<file path="src/rtl/npu_pe_sequencer_if.sv">
// Instruction handshake, stall and PE control bundle between an instruction
// source (master) and the PE sequencer (slave).
interface npu_pe_sequencer_if #(
    parameter int W_IN      = 8,
    parameter int MUX_WIDTH = 4
);
    logic [W_IN-1:0]      instr;
    logic                 instr_valid;
    logic                 instr_ready;
    logic                 stall;
    logic                 pe_en;
    logic                 pe_mode_sel;
    logic                 pe_reg_reset;
    logic [MUX_WIDTH-1:0] pe_mux_sel;
    logic                 busy;
    logic                 op_done;

    modport master (
        output instr, instr_valid, stall,
        input  instr_ready, pe_en, pe_mode_sel, pe_reg_reset, pe_mux_sel, busy, op_done
    );

    modport slave (
        input  instr, instr_valid, stall,
        output instr_ready, pe_en, pe_mode_sel, pe_reg_reset, pe_mux_sel, busy, op_done
    );
endinterface

</file>
<file path="src/rtl/npu_pe_sequencer.sv">
// Expands one 8-bit instruction (NOP/CLR/MAC/OUT) into per-cycle control of a
// single PE; outputs depend only on registered state plus the live stall input.
module npu_pe_sequencer #(
    parameter int W_IN      = 8,
    parameter int MUX_WIDTH = 4
) (
    input logic             clk,
    input logic             reset,
    npu_pe_sequencer_if.slave bus
);
    localparam int LEN_W = W_IN - 2;

    typedef enum logic [1:0] {
        ST_IDLE = 2'd0,
        ST_CLR  = 2'd1,
        ST_MAC  = 2'd2,
        ST_OUT  = 2'd3
    } state_t;

    state_t               state_q, state_d;
    logic [LEN_W-1:0]     cnt_q, cnt_d;
    logic [LEN_W-1:0]     len_q, len_d;
    logic [MUX_WIDTH-1:0] out_sel;

    logic                 pe_en_c;
    logic                 pe_mode_sel_c;
    logic                 pe_reg_reset_c;
    logic [MUX_WIDTH-1:0] pe_mux_sel_c;
    logic                 op_done_c;

    // OUT mux select is LEN[MUX_WIDTH:1], zero-filled past the top of LEN.
    for (genvar gi = 0; gi < MUX_WIDTH; gi++) begin : g_out_sel
        if (gi + 1 < LEN_W) begin : g_bit
            assign out_sel[gi] = len_q[gi+1];
        end else begin : g_zero
            assign out_sel[gi] = 1'b0;
        end
    end

    always_comb begin
        state_d = state_q;
        cnt_d   = cnt_q;
        len_d   = len_q;
        case (state_q)
            ST_IDLE: begin
                if (bus.instr_valid) begin
                    len_d = bus.instr[LEN_W-1:0];
                    cnt_d = '0;
                    case (bus.instr[W_IN-1:W_IN-2])
                        2'b01:   state_d = ST_CLR;
                        2'b10:   state_d = ST_MAC;
                        2'b11:   state_d = ST_OUT;
                        default: state_d = ST_IDLE;
                    endcase
                end
            end
            ST_CLR: state_d = ST_IDLE;
            ST_MAC: begin
                if (!bus.stall) begin
                    if (cnt_q == len_q) begin
                        state_d = ST_IDLE;
                        cnt_d   = '0;
                    end else begin
                        cnt_d = cnt_q + 1'b1;
                    end
                end
            end
            ST_OUT: begin
                if (!bus.stall) state_d = ST_IDLE;
            end
            default: state_d = ST_IDLE;
        endcase
    end

    always_ff @(posedge clk) begin
        if (reset) begin
            state_q <= ST_IDLE;
            cnt_q   <= '0;
            len_q   <= '0;
        end else begin
            state_q <= state_d;
            cnt_q   <= cnt_d;
            len_q   <= len_d;
        end
    end

    // Stall gates enable and done in the same cycle; mux/mode come from held registers.
    always_comb begin
        pe_en_c        = 1'b0;
        pe_mode_sel_c  = 1'b0;
        pe_reg_reset_c = 1'b0;
        pe_mux_sel_c   = '0;
        op_done_c      = 1'b0;
        case (state_q)
            ST_CLR: begin
                pe_reg_reset_c = 1'b1;
                op_done_c      = 1'b1;
            end
            ST_MAC: begin
                pe_en_c      = !bus.stall;
                pe_mux_sel_c = cnt_q[MUX_WIDTH-1:0];
                op_done_c    = !bus.stall && (cnt_q == len_q);
            end
            ST_OUT: begin
                pe_en_c       = !bus.stall;
                pe_mode_sel_c = len_q[0];
                pe_mux_sel_c  = out_sel;
                op_done_c     = !bus.stall;
            end
            default: ;
        endcase
    end

    assign bus.instr_ready  = (state_q == ST_IDLE);
    assign bus.busy         = (state_q != ST_IDLE);
    assign bus.pe_en        = pe_en_c;
    assign bus.pe_mode_sel  = pe_mode_sel_c;
    assign bus.pe_reg_reset = pe_reg_reset_c;
    assign bus.pe_mux_sel   = pe_mux_sel_c;
    assign bus.op_done      = op_done_c;
endmodule

</file>
<file path="src/flat_wrapper.sv">
// flat-port wrapper written by rule: the top's interface ports become plain ports
module npu_pe_sequencer_flat 
#(
    parameter int W_IN      = 8,
    parameter int MUX_WIDTH = 4
)
  (clk, reset, bus_instr, bus_instr_valid, bus_stall, bus_instr_ready, bus_pe_en, bus_pe_mode_sel, bus_pe_reg_reset, bus_pe_mux_sel, bus_busy, bus_op_done);
  npu_pe_sequencer_if #(.W_IN(W_IN), .MUX_WIDTH(MUX_WIDTH)) bus_i ();
  input logic clk;
  input logic reset;
  input wire logic [$bits(bus_i.instr)-1:0] bus_instr;
  input wire logic [$bits(bus_i.instr_valid)-1:0] bus_instr_valid;
  input wire logic [$bits(bus_i.stall)-1:0] bus_stall;
  output wire logic [$bits(bus_i.instr_ready)-1:0] bus_instr_ready;
  output wire logic [$bits(bus_i.pe_en)-1:0] bus_pe_en;
  output wire logic [$bits(bus_i.pe_mode_sel)-1:0] bus_pe_mode_sel;
  output wire logic [$bits(bus_i.pe_reg_reset)-1:0] bus_pe_reg_reset;
  output wire logic [$bits(bus_i.pe_mux_sel)-1:0] bus_pe_mux_sel;
  output wire logic [$bits(bus_i.busy)-1:0] bus_busy;
  output wire logic [$bits(bus_i.op_done)-1:0] bus_op_done;
  assign bus_i.instr = bus_instr;
  assign bus_i.instr_valid = bus_instr_valid;
  assign bus_i.stall = bus_stall;
  assign bus_instr_ready = bus_i.instr_ready;
  assign bus_pe_en = bus_i.pe_en;
  assign bus_pe_mode_sel = bus_i.pe_mode_sel;
  assign bus_pe_reg_reset = bus_i.pe_reg_reset;
  assign bus_pe_mux_sel = bus_i.pe_mux_sel;
  assign bus_busy = bus_i.busy;
  assign bus_op_done = bus_i.op_done;
  npu_pe_sequencer #(.W_IN(W_IN), .MUX_WIDTH(MUX_WIDTH)) u_core (.clk(clk), .reset(reset), .bus(bus_i));
endmodule
</file>
<file path="config.mk">
export PLATFORM = sky130hd
export DESIGN_NAME = npu_pe_sequencer_flat
export DESIGN_NICKNAME = d
export VERILOG_FILES = /design/src/rtl/npu_pe_sequencer_if.sv /design/src/rtl/npu_pe_sequencer.sv /design/src/flat_wrapper.sv
export SDC_FILE = /design/constraint.sdc
export NUM_CORES = 1
export LEC_CHECK = 0
export CAP_MARGIN = 30
export CORE_MARGIN = 3
export CORE_UTILIZATION = 35
export DETAILED_ROUTE_END_ITERATION = 16
export DONT_BUFFER_PORTS = 1
export PLACE_DENSITY_LB_ADDON = 0.25
export SYNTH_ARGS = -nofsm -noshare
export SYNTH_HDL_FRONTEND = slang
export SYNTH_SLANG_ARGS = --single-unit
</file>
<file path="constraint.sdc">
create_clock -name clk -period 2.16 [get_ports clk]
set_clock_uncertainty 0.2 [all_clocks]
set_input_delay 0.432 -clock clk [delete_from_list [all_inputs] [get_ports clk]]
set_output_delay 0.432 -clock clk [all_outputs]
set_load 0.05 [all_outputs]
</file>
# After elaboration in Yosys (flattened, before gate mapping)
# Cells that the tools add are included.
[totals]
out_inout_bits = 10
wordCells = 39
regBits = 14
input_bits = 12
[op_classes]
n_reduce_logical = 9
add_sub_neg = 1
muxes = 15
n_eq_ne = 11
[ops]
columns = ["operator", "count"]
rows = [
  ["$mux W6", 3],
  ["$pmux W6 S2", 1],
  ["$eq A2 B2 Y1 const B", 4],
  ["$mux W2", 4],
  ["$pmux W2 S4", 1],
  ["$pmux W4 S2", 1],
  ["$add A6 B1 Y6 const B", 1],
  ["$eq A6 B6 Y1", 1],
  ["$ne A2 B2 Y1 const B", 3],
  ["$pmux W2 S3", 1],
  ["$eq A2 B1 Y1 const B", 2],
  ["$reduce_and A4 Y1", 1],
  ["$reduce_bool A2 Y1", 2],
  ["$mux W1", 3],
  ["$pmux W1 S3", 1],
  ["$reduce_and A3 Y1", 1],
  ["$logic_not A2 Y1", 1],
  ["$ne A2 B1 Y1 const B", 1],
  ["$reduce_and A2 Y1", 1],
  ["$reduce_or A2 Y1", 1],
  ["$logic_and A1 B1 Y1", 1],
  ["$logic_not A1 Y1", 1],
]

# Longest topological paths before layout
# Gate-level depths: netlist (run 1).
[depth]
ltp_word = 4
ltp_mapped = 6
depth_no_buf = 5

# Worst setup path before layout (run 1)
# OpenSTA, ideal clock, no wires.
[synth_path]
path_kind = "register to output"
start = "reg u_core.state_q[0]"
end = "out bus_busy"
stages_incl_launch_ff = 4
arrival_time_ps = 1722
setup_slack_ps = -194
n_path_buf = 1
required_ps = 1528
cell_sequence = "dfxtp_1 > buf_2 > nor2_1 > inv_1"
[synth_via]
elab_chain_cells = 1
[synth_rtl]
columns = ["element", "line", "text"]
rows = [
  ["start, declared", "npu_pe_sequencer.sv:20", "state_t state_q, state_d;"],
  ["start signal, assigned", "npu_pe_sequencer.sv:81", "state_q <= state_d;"],
  ["$reduce_bool A2 Y1", "npu_pe_sequencer.sv:115", "assign bus.busy = (state_q != ST_IDLE);"],
  ["end, declared", "flat_wrapper.sv:19", "output wire logic [$bits(bus_i.busy)-1:0] bus_busy;"],
]
# No other way between the ends.

# Worst setup path in the final report (run 1)
[layout_path]
start = "reg u_core.cnt_q[3]"
end = "out bus_op_done"
[layout_via]
elab_chain_cells = 3
[layout_rtl]
columns = ["element", "line", "text"]
rows = [
  ["start, declared", "npu_pe_sequencer.sv:21", "logic [LEN_W-1:0] cnt_q, cnt_d;"],
  ["start signal, assigned", "npu_pe_sequencer.sv:82", "cnt_q <= cnt_d;"],
  ["$eq A6 B6 Y1", "npu_pe_sequencer.sv:102", "op_done_c = !bus.stall && (cnt_q == len_q);"],
  ["$logic_and A1 B1 Y1", "npu_pe_sequencer.sv:102", ""],
  ["$pmux W1 S3", "npu_pe_sequencer.sv:94", "case (state_q)"],
  ["end, declared", "flat_wrapper.sv:20", "output wire logic [$bits(bus_i.op_done)-1:0] bus_op_done;"],
]
# No other way between the ends.

==> results of run 1 <==
==> synth_stat cells <==
cell type,instances,share of area (%)
a21o_1,1,0.92
nand2_1,2,0.92
a2bb2oi_1,1,1.1
and3_2,1,0.92
o31ai_4,1,2.6
buf_2,1,0.61
and2b_2,1,1.1
nor3_1,1,0.61
nor3b_1,1,0.92
xnor2_1,11,12
nand4b_1,1,1.1
buf_1,1,0.46
buf_6,1,1.4
dfxtp_1,14,34
a22oi_1,1,0.92
ha_1,1,1.5
a21oi_1,4,2.5
nand3_1,3,1.8
buf_4,1,0.92
nand2b_2,1,1.1
nand4_2,1,1.5
nor2_1,19,8.7
nand2b_4,1,1.7
inv_1,4,1.8
mux2i_1,11,13
a211oi_2,3,4.6
o21ai_0,1,0.61
==> worst max-delay path by stage <==
| stage | start | end | depth (start not counted) |
|---|---|---|---|
| finish | u_core.cnt_q[3] | bus_op_done | 5 |
| global route | u_core.cnt_q[3] | bus_op_done | 5 |
| CTS | u_core.cnt_q[1] | bus_op_done | 5 |
| detailed placement | u_core.cnt_q[3] | bus_op_done | 5 |
| global placement | u_core.cnt_q[3] | bus_op_done | 5 |
| floorplan | u_core.state_q[0] | bus_pe_mux_sel[0] | 3 |
==> through the flow <==
stage | utilization (%) | area (sq um) | worst slack, ns
after floorplan | - | 825 | 0.120
after global placement | 44.1 | 918 | 0.193
after detailed placement | 44.1 | 918 | 0.192
after CTS | 46.6 | 970 | -0.0206
after global routing | 48.1 | 1000 | -0.0337
final | 48.1 | 1000 | 0.0436
==> layer usage <==
metal | part of all wire [%] | wire [microns]
met5 | 0 | 0
met1 | 44 | 827
met3 | 7.3 | 136
met4 | 1.0 | 19
met2 | 47 | 889
==> cells by family after synthesis <==
group | synth area share (%)
buffers and inverters | 5.21
and+or+nand+nor | 20.4
adders and majority gates | 1.53
muxes | 13.5
AOI/OAI and AO/OA | 13.2
xor gates and xnor gates | 11.8
DFF | 34.4
==> worst max-delay path, cell delays in order (launching register included) <==
cell	delay, ns
dfxtp_4	0.37
xnor2_1	0.17
nand2_2	0.11
nor3_2	0.19
a2bb2oi_2	0.20
buf_12	0.16
==> layout make-up <==
class | count | area (sq um)
Clock buffer | 3 | 22.5
Fill cell | 216 | 1080
Inverter | 4 | 15.0
Multi-Input combinational cell | 67 | 524
Sequential cell | 14 | 290
Tap cell | 27 | 33.8
Timing Repair Buffer | 13 | 115
==> what timing repair did <==
item | 4_1_cts | 5_1_grt
setup buffers | 0 | 1
cloned | 0 | 0
pin swaps | 1 | 1
endpoints found under the hold margin | 1 | 3
hold buffers | 1 | 1
gates resized for setup | 7 | 4
setup endpoints to repair | 5 | 4
==> power breakdown <==
part	leakage, nW	internal (W)	total [W]	switching [W]
registers	0.117	0.000273	0.000298	0.0000249
logic	0.238	0.0000838	0.000194	0.000110
clock network	0.0138	0.0000646	0.000142	0.0000777
total	0.369	0.000421	0.000634	0.000212
==> registers in the layout, summed over array words and instances, names as in the netlist <==
register,cells
u_core.len_q,6
u_core.cnt_q,6
u_core.state_q,2
==> flow_summary.ini, run 1 <==
[timing]
rsz0062_at_grt = yes
slew_violations = 0
finalSetupTns_ns = 0
period_minus_slack_ns = 2.12
hold_slack_ns = 0.0153
max_freq_ghz = 0.472
worst_pin_slew_ns = 0.431
finalSetupViolations = 0
hold_viol_final = 0
min_period_over_period_pct = 98.0
slew_headroom_pct = 71.2

[global_routing]
grtUsageMet3_pct = 5.45
antenna_found_initial = 0
grt_use_total_pct = 14.0
use_met2_pct = 23.9
gr-total-overflow = 0
grt_pass1_vias = 630
top_usage_layer = met2
grt_pass1_wl_microns = 2890
met1_usage_pct = 16.1
grt_max_degree = 17

[critical_path]
critPathLaunchType = flip-flop
reg2reg_depth = 4
reg2reg_to = u_core.len_q[1]
r2r_start = u_core.state_q[0]
path_class = flip-flop to output pin
worstPathRequired_ns = 1.53
worstPathArrival_ns = 1.48
r2r_setup_slack_ns = 0.48
endpoint_kind = output pin
path_max_fanout = 5

[power_and_ir_drop]
cellPowerDensity_nw_per_um2 = 633
peakVddDrop_mv = 0.358
p_leak_nw = 0.369
power_w = 0.000634

[clocking]
clkTransAtPathRegs_ns = 0.08
clk_latency_ns = 0.28
cts-root-buf = clkbuf_4
clkSinkCount = 14
clock_path_buffers = 2
cts_tree = yes
htree_levels = 1
cts_made_buffers = 3

[final_layout]
fin_cells = 128
mostFrequentLayoutCells = nor2_1 (18), mux2i_1 (11), buf_4 (10), xnor2_1 (9), dfxtp_1 (8)
drive_above_1_share_pct = 34.7
fin_nets = 116
areaGrowthSynthToFinish_pct = 22.7
diodes = 0
mostFrequentLayoutCell = nor2_1

[floorplanning]
die_area_sq_um = 2950
io-pin-count = 22
die_y_microns = 54.3
core_region_area_sq_um = 2080
initial_core_util_pct = 39.2
placementRows = 16
die_w_microns = 54.3

[yosys]
yosys.cell_types.count = 27
yosysWarnings = 0
avgSynthCellArea_sq_um = 9.17
synth_fp_nets = 102
synth-seq-area-share_pct = 34.4
synth.cell_area_sq_um = 816
ys_seq_elements = 14
syn_inst = 89

[detailed_routing]
vias = 656
drt-initial-drc-count = 8
wire_per_inst_microns = 14.6
drc = 0
firstDrtPassIters = 4
ant_nets = 0
wl_microns = 1870
via_per_inst = 5.13

[worst_hold_path]
min_path_type = input port to flip-flop
min_delay_path_depth = 1
holdPathEnd = u_core.len_q[0]
hold_start = reset

[placement]
port-buffer-count = 0
gp_congestion = 0.759
dp_hpwl_microns = 1300
post-place-cells = 122

[status]
status = completed

[job]
max-cap-violations = 0
Power figures use the tool's default switching activity.
==> inputs of run 2 (changes only) <==
- GPL_TIMING_DRIVEN: unset -> 0
==> flow_summary.ini, run 2 (same netlist as run 1, synthesis figures left out) <==
[status]
status = completed

[clocking]
cts_made_buffers = 3
clkSinkCount = 14
cts-root-buf = clkbuf_4
clkTransAtPathRegs_ns = 0.08
clock_path_buffers = 2
htree_levels = 1
cts_tree = yes
cts_hold_buf = 0
clk_latency_ns = 0.28

[global_routing]
gr-total-overflow = 0
grt_pass1_vias = 629
grt_use_total_pct = 14.2
grt_pass1_wl_microns = 2890
grt_max_degree = 11
antenna_found_initial = 0

[final_layout]
regArea_sq_um = 308
stdcell_area_sq_um = 1070
fin_util_pct = 51.3
top_regs = u_core.cnt_q: 6 flops, u_core.len_q: 6 flops, u_core.state_q: 2 flops
multi_input_area_sq_um = 599
drive_above_1_share_pct = 49.5
mostFrequentLayoutCells = nor2_1 (14), mux2i_1 (11), buf_4 (9), dfxtp_2 (7), xnor2_1 (6)
mostFrequentLayoutCell = nor2_1
fill_cells = 213
fin_nets = 114
areaGrowthSynthToFinish_pct = 31.0
diodes = 0

[detailed_routing]
wl_microns = 1760
vias = 648
wire_per_inst_microns = 14.0
firstDrtPassIters = 4
ant_nets = 0
drc = 0
drt-initial-drc-count = 10
via_per_inst = 5.14

[critical_path]
path_max_fanout = 3
worstPathRequired_ns = 1.53
path_class = flip-flop to output pin
endpoint_kind = output pin
worstPathArrival_ns = 1.51
critPathLaunchType = flip-flop

[placement]
dp_worst_setup_slack_ns = -0.0248
dpl_cell_area_sq_um = 858
gp_congestion = 0.693
dp_hpwl_microns = 1200
port-buffer-count = 0

[floorplanning]
die_area_sq_um = 2950
placementRows = 16
die_y_microns = 54.3
core_region_area_sq_um = 2080
io-pin-count = 22
initial_core_util_pct = 39.2
die_w_microns = 54.3

[worst_hold_path]
min_path_type = input port to flip-flop

[timing]
rsz0062_at_grt = yes
hold_viol_final = 0
slew_violations = 0
worst_pin_slew_ns = 0.423
max_freq_ghz = 0.467
setup_ws_ns = 0.0203
finalSetupViolations = 0
min_period_over_period_pct = 99.1
period_minus_slack_ns = 2.14
slew_headroom_pct = 71.8
hold_slack_ns = 0.0916

[power_and_ir_drop]
p_leak_nw = 0.363
cellPowerDensity_nw_per_um2 = 615
peakVddDrop_mv = 0.411

[job]
max-cap-violations = 0
[run 2: worst max-delay path, cell delays in order (launching register included)]
cell and delay (ns):
dfxtp_1 0.32, xnor2_1 0.19, nand2_2 0.13, nor3_4 0.23
a2bb2oi_4 0.36
[run 2: area by class of cell]
type | count | area share [%]
Buffer | 3 | 2.11
Clock buffer | 3 | 2.11
Inverter | 4 | 2.11
Multi-Input combinational cell | 67 | 56.1
Sequential cell | 14 | 28.8
Tap cell | 27 | 3.16
Timing Repair Buffer | 8 | 5.62
[run 2: metal layers]
metal	track usage [%]	part of all wire (%)	up-vias
li1	-	-	322
met1	17.0	44	302
met2	22.9	46	22
met3	5.45	8.4	2
met4	4.98	1.1	0
met5	0	0	-
[run 2: report_power, final]
| part | switching, W | total (W) | internal, W |
|---|---|---|---|
| clock network | 0.0000796 | 0.000144 | 0.0000647 |
| logic | 0.000130 | 0.000220 | 0.0000902 |
| registers | 0.0000208 | 0.000292 | 0.000271 |
[run 2: worst paths after layout]
path | startpoint | endpoint | depth (start not counted) | slack (ns)
min | bus_stall | u_core.state_q[0] | 2 | 0.09
max | u_core.len_q[5] | bus_op_done | 4 | 0.02
min reg2reg | u_core.cnt_q[5] | u_core.cnt_q[5] | 2 | 0.32
max reg2reg | u_core.state_q[1] | u_core.cnt_q[2] | 6 | 0.48
[run 2: repair_timing]
item	CTS	global route
endpoints found under the setup margin	6	2
resized for setup	35	4
pin swaps	5	6
setup buffers	4	4
[run 2: metrics by stage]
| stage | TNS, ns | total power [W] | instances |
|---|---|---|---|
| floorplan | 0 | 0.000443 | 89 |
| global placement | -0.0533 | 0.000462 | 116 |
| detailed placement | -0.0484 | 0.000464 | 116 |
| CTS | -0.0404 | 0.000655 | 123 |
| global route | -0.0412 | 0.000695 | 126 |
| finish | 0 | 0.000657 | 126 |
